## src/rtl/fft8_input_reorder.sv

```systemverilog
// ---------------------------------------------------------------------------
// fft8_input_reorder
//
// Front end of the 8-point radix-2 DIT FFT. It collects one frame of eight
// complex samples in natural order, then presents the four stage-1
// butterfly operand pairs in bit-reversed pairing order: (0,4), (2,6),
// (1,5), (3,7). Samples pass through bit-exact.
//
// Ports:
//   clk, rst_n            clock, asynchronous active-low reset
//   in_valid, in_ready    sample handshake (in_ready high only while filling)
//   in_r, in_i            signed sample real / imaginary parts
//   out_valid, out_ready  operand pair handshake (out_valid starts butterfly)
//   x1_r, x1_i            upper operand of the presented pair
//   x2_r, x2_i            lower operand of the presented pair
//   pair_idx              index 0..3 of the presented pair
//   frame_done            pulses on the handshake of pair 3
// ---------------------------------------------------------------------------
module fft8_input_reorder #(
    parameter int DATA_W = 16
) (
    input  logic              clk,
    input  logic              rst_n,
    input  logic              in_valid,
    output logic              in_ready,
    input  logic [DATA_W-1:0] in_r,
    input  logic [DATA_W-1:0] in_i,
    output logic              out_valid,
    input  logic              out_ready,
    output logic [DATA_W-1:0] x1_r,
    output logic [DATA_W-1:0] x1_i,
    output logic [DATA_W-1:0] x2_r,
    output logic [DATA_W-1:0] x2_i,
    output logic [1:0]        pair_idx,
    output logic              frame_done
);

    typedef enum logic [1:0] {
        FILL,
        PREP,
        DRAIN
    } state_t;

    state_t            state;
    logic [2:0]        cnt;
    logic [1:0]        next_pair;
    logic [DATA_W-1:0] mem_r [8];
    logic [DATA_W-1:0] mem_i [8];

    // Pair p takes its upper operand from the 2-bit reversal of p and its
    // lower operand from the same address plus 4.
    function automatic logic [2:0] upper_addr(input logic [1:0] p);
        return {1'b0, p[0], p[1]};
    endfunction

    function automatic logic [2:0] lower_addr(input logic [1:0] p);
        return {1'b1, p[0], p[1]};
    endfunction

    assign in_ready   = (state == FILL);
    assign next_pair  = pair_idx + 2'd1;
    assign frame_done = out_valid & out_ready & (pair_idx == 2'd3);

    // Frame buffer: no reset, its contents are meaningless until refilled.
    always_ff @(posedge clk) begin
        if (in_valid && in_ready) begin
            mem_r[cnt] <= in_r;
            mem_i[cnt] <= in_i;
        end
    end

    // Control FSM with registered operand outputs. Pair 0 is loaded in the
    // single PREP cycle so the last sample write has already landed; later
    // pairs load on the handshake of the previous one, giving no bubbles.
    always_ff @(posedge clk or negedge rst_n) begin
        if (!rst_n) begin
            state     <= FILL;
            cnt       <= 3'd0;
            pair_idx  <= 2'd0;
            out_valid <= 1'b0;
            x1_r      <= '0;
            x1_i      <= '0;
            x2_r      <= '0;
            x2_i      <= '0;
        end else begin
            case (state)
                FILL: begin
                    out_valid <= 1'b0;
                    if (in_valid) begin
                        if (cnt == 3'd7) begin
                            cnt   <= 3'd0;
                            state <= PREP;
                        end else begin
                            cnt <= cnt + 3'd1;
                        end
                    end
                end
                PREP: begin
                    x1_r      <= mem_r[upper_addr(2'd0)];
                    x1_i      <= mem_i[upper_addr(2'd0)];
                    x2_r      <= mem_r[lower_addr(2'd0)];
                    x2_i      <= mem_i[lower_addr(2'd0)];
                    pair_idx  <= 2'd0;
                    out_valid <= 1'b1;
                    state     <= DRAIN;
                end
                DRAIN: begin
                    if (out_ready) begin
                        if (pair_idx == 2'd3) begin
                            out_valid <= 1'b0;
                            pair_idx  <= 2'd0;
                            state     <= FILL;
                        end else begin
                            x1_r     <= mem_r[upper_addr(next_pair)];
                            x1_i     <= mem_i[upper_addr(next_pair)];
                            x2_r     <= mem_r[lower_addr(next_pair)];
                            x2_i     <= mem_i[lower_addr(next_pair)];
                            pair_idx <= next_pair;
                        end
                    end
                end
                default: begin
                    out_valid <= 1'b0;
                    state     <= FILL;
                end
            endcase
        end
    end

endmodule

```

## config.mk

```make
export PLATFORM = sky130hd
export DESIGN_NAME = fft8_input_reorder
export DESIGN_NICKNAME = d
export VERILOG_FILES = /design/src/rtl/fft8_input_reorder.sv
export SDC_FILE = /design/constraint.sdc
export NUM_CORES = 1
export LEC_CHECK = 0
export CAP_MARGIN = 15
export CORE_ASPECT_RATIO = 0.9
export CORE_MARGIN = 2
export CORE_UTILIZATION = 58
export DETAILED_ROUTE_END_ITERATION = 10
export GPL_ROUTABILITY_DRIVEN = 1
export PLACE_DENSITY = 0.79
export SYNTH_ARGS = -nofsm -noshare
export SYNTH_HDL_FRONTEND = slang
export SYNTH_SLANG_ARGS = --single-unit
```

## constraint.sdc

```tcl
create_clock -name clk -period 5.1 [get_ports clk]
set_input_delay 0.51 -clock clk [delete_from_list [all_inputs] [get_ports clk]]
set_output_delay 0.51 -clock clk [all_outputs]
set_load 0.02 [all_outputs]
```

==> results of run 1 <==
## final timing paths
check	from	endpoint
worst max-delay path	pair_idx[0]	pair_idx[0]
worst min-delay path	rst_n	x2_i[1]
worst max register to register	pair_idx[0]	x1_i[6]
worst min register to register	out_valid	out_valid
max in group asynchronous	rst_n	pair_idx[0]
min in group clk	out_valid	out_valid
## through the flow
| step | cells | setup slack [ns] |
|---|---|---|
| 2_1_floorplan | 744 | 1.43 |
| 3_3_place_gp | 1104 | 2.02 |
| 3_5_place_dp | 1104 | 1.88 |
| 4_1_cts | 1161 | 2.06 |
| 5_1_grt | 1164 | 2.01 |
| 6_report | 1164 | 2.10 |
## Yosys cell counts
| library cell | n | area [um^2] |
|---|---|---|
| a21o_1 | 1 | 7.51 |
| a21oi_1 | 2 | 10.0 |
| a31o_2 | 1 | 8.76 |
| a31oi_1 | 4 | 25.0 |
| a31oi_2 | 60 | 751 |
| and2_1 | 1 | 6.26 |
| and3_1 | 2 | 12.5 |
| buf_12 | 3 | 60.1 |
| buf_2 | 17 | 85.1 |
| buf_4 | 3 | 22.5 |
| buf_6 | 4 | 45.0 |
| buf_8 | 8 | 120 |
| clkbuf_1 | 10 | 37.5 |
| clkbuf_4 | 6 | 45.0 |
| dfrtp_1 | 72 | 1800 |
| edfxtp_1 | 256 | 7690 |
| ha_1 | 3 | 37.5 |
| inv_1 | 5 | 18.8 |
| mux2_2 | 2 | 22.5 |
| mux4_2 | 64 | 1440 |
| nand2_1 | 132 | 495 |
| nand2b_1 | 3 | 18.8 |
| nand3b_1 | 1 | 7.51 |
| nor2_1 | 8 | 30.0 |
| nor2b_1 | 1 | 6.26 |
| nor2b_2 | 1 | 8.76 |
| nor3_1 | 66 | 330 |
| nor3b_2 | 1 | 12.5 |
| nor4bb_1 | 1 | 10.0 |
| nor4bb_4 | 1 | 25.0 |
| o21ai_0 | 2 | 10.0 |
| o22ai_1 | 2 | 12.5 |
| or2_1 | 1 | 6.26 |
## power by group
part	internal (W)	switching [W]	leakage (nW)	total, W
combinational	0.00159	0.00186	1.50	0.00346
clock	0.00128	0.000924	0.480	0.00220
sequential	0.00345	0.000302	3.13	0.00376
## cell families (layout without fill, tap and decap cells)
| family | count (synthesis) | in the layout | synth area share |
|---|---|---|---|
| and+or+nand+nor | 219 | 219 | 0.0734 |
| adders and majority gates | 3 | 3 | 0.00284 |
| DFF | 328 | 328 | 0.718 |
| muxes | 66 | 66 | 0.111 |
| buffers and inverters | 56 | 179 | 0.0328 |
| AOI/OAI and AO/OA | 72 | 72 | 0.0624 |
## critical path: stages, from the launching register on
cell and delay, ns:
dfrtp_4 0.43, buf_4 0.74, clkdlybuf4s50_1 0.76
## cell usage in the layout (no fill, tap or decap), types with 6 or more instances in the layout
cell and instances:
nor2_4 6, clkdlybuf4s50_1 103, nor3_1 64, buf_4 11
a31oi_2 60, nand2_1 132, clkbuf_16 31, clkbuf_1 12
edfxtp_1 256, mux4_2 64, dfrtp_1 71
## flip-flops by register name (all words and copies together), names as in the netlist
name and flops:
pair_idx 2, state 2, mem_r 128, mem_i 128, x2_r 16, cnt 3, x2_i 16, x1_r 16
out_valid 1, x1_i 16
## metal layers
layer / up-vias / part of all wire / global-route usage / wire length, um
li1: 3106 / - / - / -
met1: 3762 / 0.40 / 0.323 / 11100
met2: 297 / 0.51 / 0.393 / 13900
met3: 59 / 0.063 / 0.0367 / 1730
met4: 0 / 0.028 / 0.0748 / 769
met5: - / 0 / 0 / 0
## cell type report
cell class / count / area [um^2] / area share
clock inverter: 10 / 101 / 0.00657
timing repair buffer: 117 / 1200 / 0.0775
inverter: 5 / 18.8 / 0.00122
multi-input combinational: 360 / 3380 / 0.219
clock buffer: 47 / 876 / 0.0567
tap: 297 / 372 / 0.0241
sequential: 328 / 9490 / 0.615
==> results.sh, run 1 <==
export IMPL_worst_setup_path_type="flip-flop to output port"
export IMPL_clk_latency_ns=0.54
export IMPL_grt_pass1_wl_um=42500
export IMPL_drv_cap=0
export IMPL_nets=882
export IMPL_wl_per_cell_um=23.7
export IMPL_gp_congestion=0.778
export IMPL_coreArea_um2=22400
export IMPL_antenna_found_initial=0
export IMPL_drcViolationCount=0
export IMPL_tritoncts="done"
export IMPL_post_route_cell_area_um2=15400
export IMPL_first_pass_iters=5
export IMPL_ys_ff_latch=328
export IMPL_rrSetupSlack_ns=2.23
export IMPL_avgViaCountPerCell=6.21
export IMPL_fin_setup_tns_ns=0
export IMPL_port_buffers=104
export IMPL_yosysWarningCount=0
export IMPL_drtAntennaViolNets=0
export IMPL_nFillCells=1377
export IMPL_die_area_um2=24000
export IMPL_ys_seq_area_frac=0.718
export IMPL_fp_dieW_um=163
export IMPL_maxSlewHeadroom=0.198
export IMPL_cts_setup_buffers=0
export IMPL_cts_max_level=1
export IMPL_period_share=0.588
export IMPL_tightest_slew_ns=1.20
export IMPL_placed_area_um2=14400
export IMPL_synth_cells=744
export IMPL_syn_num_nets=783
export IMPL_drt_iter0_drc=690
export IMPL_clock_sinks=328
export IMPL_skew_ns=0.00756
export IMPL_cts_root_buf="clkbuf_16"
export IMPL_min_path_type="input port to async pin"
export IMPL_total_power_w=0.00942
export IMPL_crit_path_max_fanout=68
export IMPL_drive_gt1_frac=0.231
export IMPL_ys_types=33
export IMPL_synthesis_area_um2=13200
export IMPL_ir_drop_mv=0.471
export IMPL_gr_total_overflow=0
export IMPL_ctsHoldBuffers=0
export IMPL_p_leak_nw=5.11
export IMPL_n_antenna_cell=0
export IMPL_track_usage=0.235
export IMPL_drv_slew=0
export IMPL_cts_buffer_depth=3
export IMPL_post_route_min_period_ns=3.00
export IMPL_avgSynthCellArea_um2=17.8
export IMPL_cp_data_required_time_ns=4.59
export IMPL_row_count=52
export IMPL_end_kind="output port"
export IMPL_finalSetupViolCount=0
export IMPL_p_per_area_nw_per_um2=610
export IMPL_utilization=0.688
export IMPL_rr_worst_depth=5
export IMPL_arrival_ns=2.49
export IMPL_grt_max_degree=73
export IMPL_io_pin_count=105
export IMPL_grt_pass1_vias=7364
export IMPL_crit_path_start_kind="flip-flop"
export IMPL_vias=7224
export IMPL_status="completed"
export IMPL_initial_core_util=0.589
export IMPL_rsz0062_at_grt="no"
export IMPL_ctsResizeCount=0
export IMPL_dp_hpwl_um=15200
export IMPL_hold_viol=0
export IMPL_cts_buffers=31
export IMPL_clk_pin_slew_worst_paths_ns=0.07
export IMPL_area_growth_pct=16.8
export IMPL_fmax_mhz=334
export IMPL_die_y_um=147
export IMPL_routed_wl_um=27600
export IMPL_holdWs_ns=0.124
(Power assumes the default switching activity.)
==> inputs of run 2 (changes only) <==
--- a/config.mk
+++ b/config.mk
@@ -8,10 +8,10 @@
 export CAP_MARGIN = 15
 export CORE_ASPECT_RATIO = 0.9
 export CORE_MARGIN = 2
-export CORE_UTILIZATION = 58
+export CORE_UTILIZATION = 52
 export DETAILED_ROUTE_END_ITERATION = 10
 export GPL_ROUTABILITY_DRIVEN = 1
-export PLACE_DENSITY = 0.79
+export PLACE_DENSITY = 0.75
 export SYNTH_ARGS = -nofsm -noshare
 export SYNTH_HDL_FRONTEND = slang
 export SYNTH_SLANG_ARGS = --single-unit
==> constraint.sdc (replaced) <==
create_clock -name clk -period 2.7 [get_ports clk]
set_input_delay 0.27 -clock clk [delete_from_list [all_inputs] [get_ports clk]]
set_output_delay 0.27 -clock clk [all_outputs]
set_load 0.02 [all_outputs]
==> run 2 against run 1 <==
Clock skew up 0.012 ns; routed wire length grew 1.1%; sequential cell count unchanged; setup slack got worse by 1.9 ns; critical endpoint unchanged; cell count increased by 5.3%; register-to-register slack lost 1.7 ns; largest cell class unchanged; clock power grew 100%; non-clock buffer count grew 15; global-route usage decreased by 1.4 points; critical path depth did not move; total power up 94%; sequential power is 88% higher; critical path type unchanged.
==> results.sh, run 2 (same netlist as run 1, synthesis figures left out) <==
export IMPL_drt_iter0_drc=574
export IMPL_skew_ns=0.0195
export IMPL_sw_frac_of_total=0.324
export IMPL_gr_usage_met2=0.363
export IMPL_dp_hpwl_um=16100
export IMPL_vias=7103
export IMPL_fin_cells=1226
export IMPL_fin_ws_ns=0.188
export IMPL_final_common_cell="edfxtp_1"
export IMPL_status="completed"
export IMPL_nFillCells=1795
export IMPL_drcViolationCount=0
export IMPL_fp_dieW_um=172
export IMPL_critPathMaxStageDelay_ns=0.73
export IMPL_combPwrFrac=0.371
export IMPL_routed_wl_um=27900
export IMPL_coreArea_um2=25000
export IMPL_utilization=0.630
export IMPL_p_clk_frac=0.241
export IMPL_end_kind="output port"
export IMPL_fmax_mhz=398
export IMPL_initial_core_util=0.528
export IMPL_cts_root_buf="clkbuf_16"
export IMPL_cts_buffers=34
export IMPL_top_regs="mem_i x128, mem_r x128"
export IMPL_placed_cells_incl_taps=1166
export IMPL_min_path_type="input port to async pin"
export IMPL_gr_total_overflow=0
export IMPL_avgViaCountPerCell=5.79
export IMPL_p_switching_w=0.00592
export IMPL_drv_cap=0
export IMPL_p_per_area_nw_per_um2=1160
export IMPL_grt_pass1_vias=7456
export IMPL_track_usage=0.221
export IMPL_crit_path_start_kind="flip-flop"
export IMPL_n_antenna_cell=0
export IMPL_gp_congestion=0.748
export IMPL_nets=900
export IMPL_rr_worst_depth=5
export IMPL_post_route_min_period_ns=2.51
export IMPL_wl_per_cell_um=22.7
export IMPL_worst_setup_path_type="flip-flop to output port"
export IMPL_port_buffers=104
export IMPL_area_growth_pct=19.4
export IMPL_period_share=0.930
export IMPL_cp_data_required_time_ns=2.43
export IMPL_grt_max_degree=69
export IMPL_crit_path_max_fanout=68
export IMPL_drive_gt1_frac=0.244
export IMPL_crit_slowest_cell="clkdlybuf4s50_1"
export IMPL_clk_pin_slew_worst_paths_ns=0.06
export IMPL_grt_met3_usage=0.0338
export IMPL_first_pass_iters=5
export IMPL_p_leak_nw=5.24
export IMPL_ir_drop_mv=0.531
export IMPL_cts_buffer_depth=3
export IMPL_grt_pass1_wl_um=43900
export IMPL_use_met1=0.307
export IMPL_die_y_um=155
export IMPL_clk_latency_ns=0.51
export IMPL_arrival_ns=2.24
export IMPL_cts_setup_buffers=0
export IMPL_antenna_found_initial=0
export IMPL_tightest_slew_ns=0.744
export IMPL_clock_sinks=328
export IMPL_final_cell_mix="edfxtp_1, nand2_1, clkdlybuf4s50_1, dfrtp_1"
export IMPL_hold_viol=0
export IMPL_cts_max_level=2
export IMPL_rsz0062_at_grt="no"
export IMPL_io_pin_count=105
export IMPL_busiest_layer="met2"
export IMPL_crit_chain="buf_6, clkdlybuf4s50_1"
export IMPL_tritoncts="done"
export IMPL_drv_slew=0
export IMPL_p_int_w=0.0123
export IMPL_die_area_um2=26700
export IMPL_drtAntennaViolNets=0
export IMPL_finalSetupViolCount=0
export IMPL_row_count=55
export IMPL_post_place_ws_ns=0.458
export IMPL_sequentialPowerShare=0.388
export IMPL_maxSlewHeadroom=0.504
## run 2: cell types whose count changed in the layout (fill, tap and decap cells not counted), sizes merged
cell         previous run  this run
buf                    14        28
clkbuf                 47        46
clkinv                  8         9
clkinvlp                0         1
dlygate4sd3             0         1
inv                     5         6
## run 2: timing repair
action                                  4_1_cts  5_1_grt
hold endpoints to repair                     34        0
hold buffers                                  1        0
endpoints found under the setup margin        1        0
resized for setup                             1        0
## run 2: worst max-delay path: cells and delay by family (launching register included)
kind | cells | cell delay [ns]
buf+inv | 2 | 1.31
flops | 1 | 0.43
## run 2: routing by layer
layer  up-vias  wire length (um)
li1       3131                 -
met1      3673             11800
met2       257             13800
met3        42              1630
met4         0               641
met5         -                 0
## run 2: per-stage QoR
step / cell area [um^2] / power [W] / TNS (ns) / hold WS [ns]
after floorplan: 13200 / 0.0118 / -20.90 / -0.0256
after global placement: 14700 / 0.0139 / 0 / 0.286
after detailed placement: 14700 / 0.0140 / 0 / 0.293
after CTS: 15800 / 0.0184 / 0 / 0.308
after global routing: 15800 / 0.0192 / 0 / 0.351
final: 15800 / 0.0182 / 0 / 0.298
## run 2: final timing paths
path / slack [ns] / start / endpoint
worst max-delay path: 0.19 / pair_idx[0] / pair_idx[0]
worst min-delay path: 0.30 / rst_n / x2_i[2]
worst max register to register: 0.56 / pair_idx[0] / x1_r[5]
worst min register to register: 0.55 / out_valid / out_valid
max in group asynchronous: 1.78 / rst_n / x1_i[15]
min in group clk: 0.51 / in_i[3] / mem_i[1][3]
## run 2: power groups by stage
| stage | Combinational (W) | Sequential [W] | Clock (W) |
|---|---|---|---|
| CTS | 0.00688 | 0.00709 | 0.00448 |
| finish | 0.00677 | 0.00708 | 0.00440 |
| global placement | 0.00671 | 0.00715 | 0 |
| floorplan | 0.00419 | 0.00759 | 0 |
| global route | 0.00732 | 0.00718 | 0.00467 |
| detailed placement | 0.00687 | 0.00717 | 0 |
## run 2: cell type report
cell class / instances / area [um^2] / area share
clock buffers: 46 / 927 / 0.0587
clock inverters: 13 / 120 / 0.00761
inverters: 5 / 18.8 / 0.00119
multi-input cells: 360 / 3390 / 0.215
flip-flops and latches: 328 / 9490 / 0.601
well taps: 342 / 428 / 0.0271
repair buffers: 132 / 1410 / 0.0890
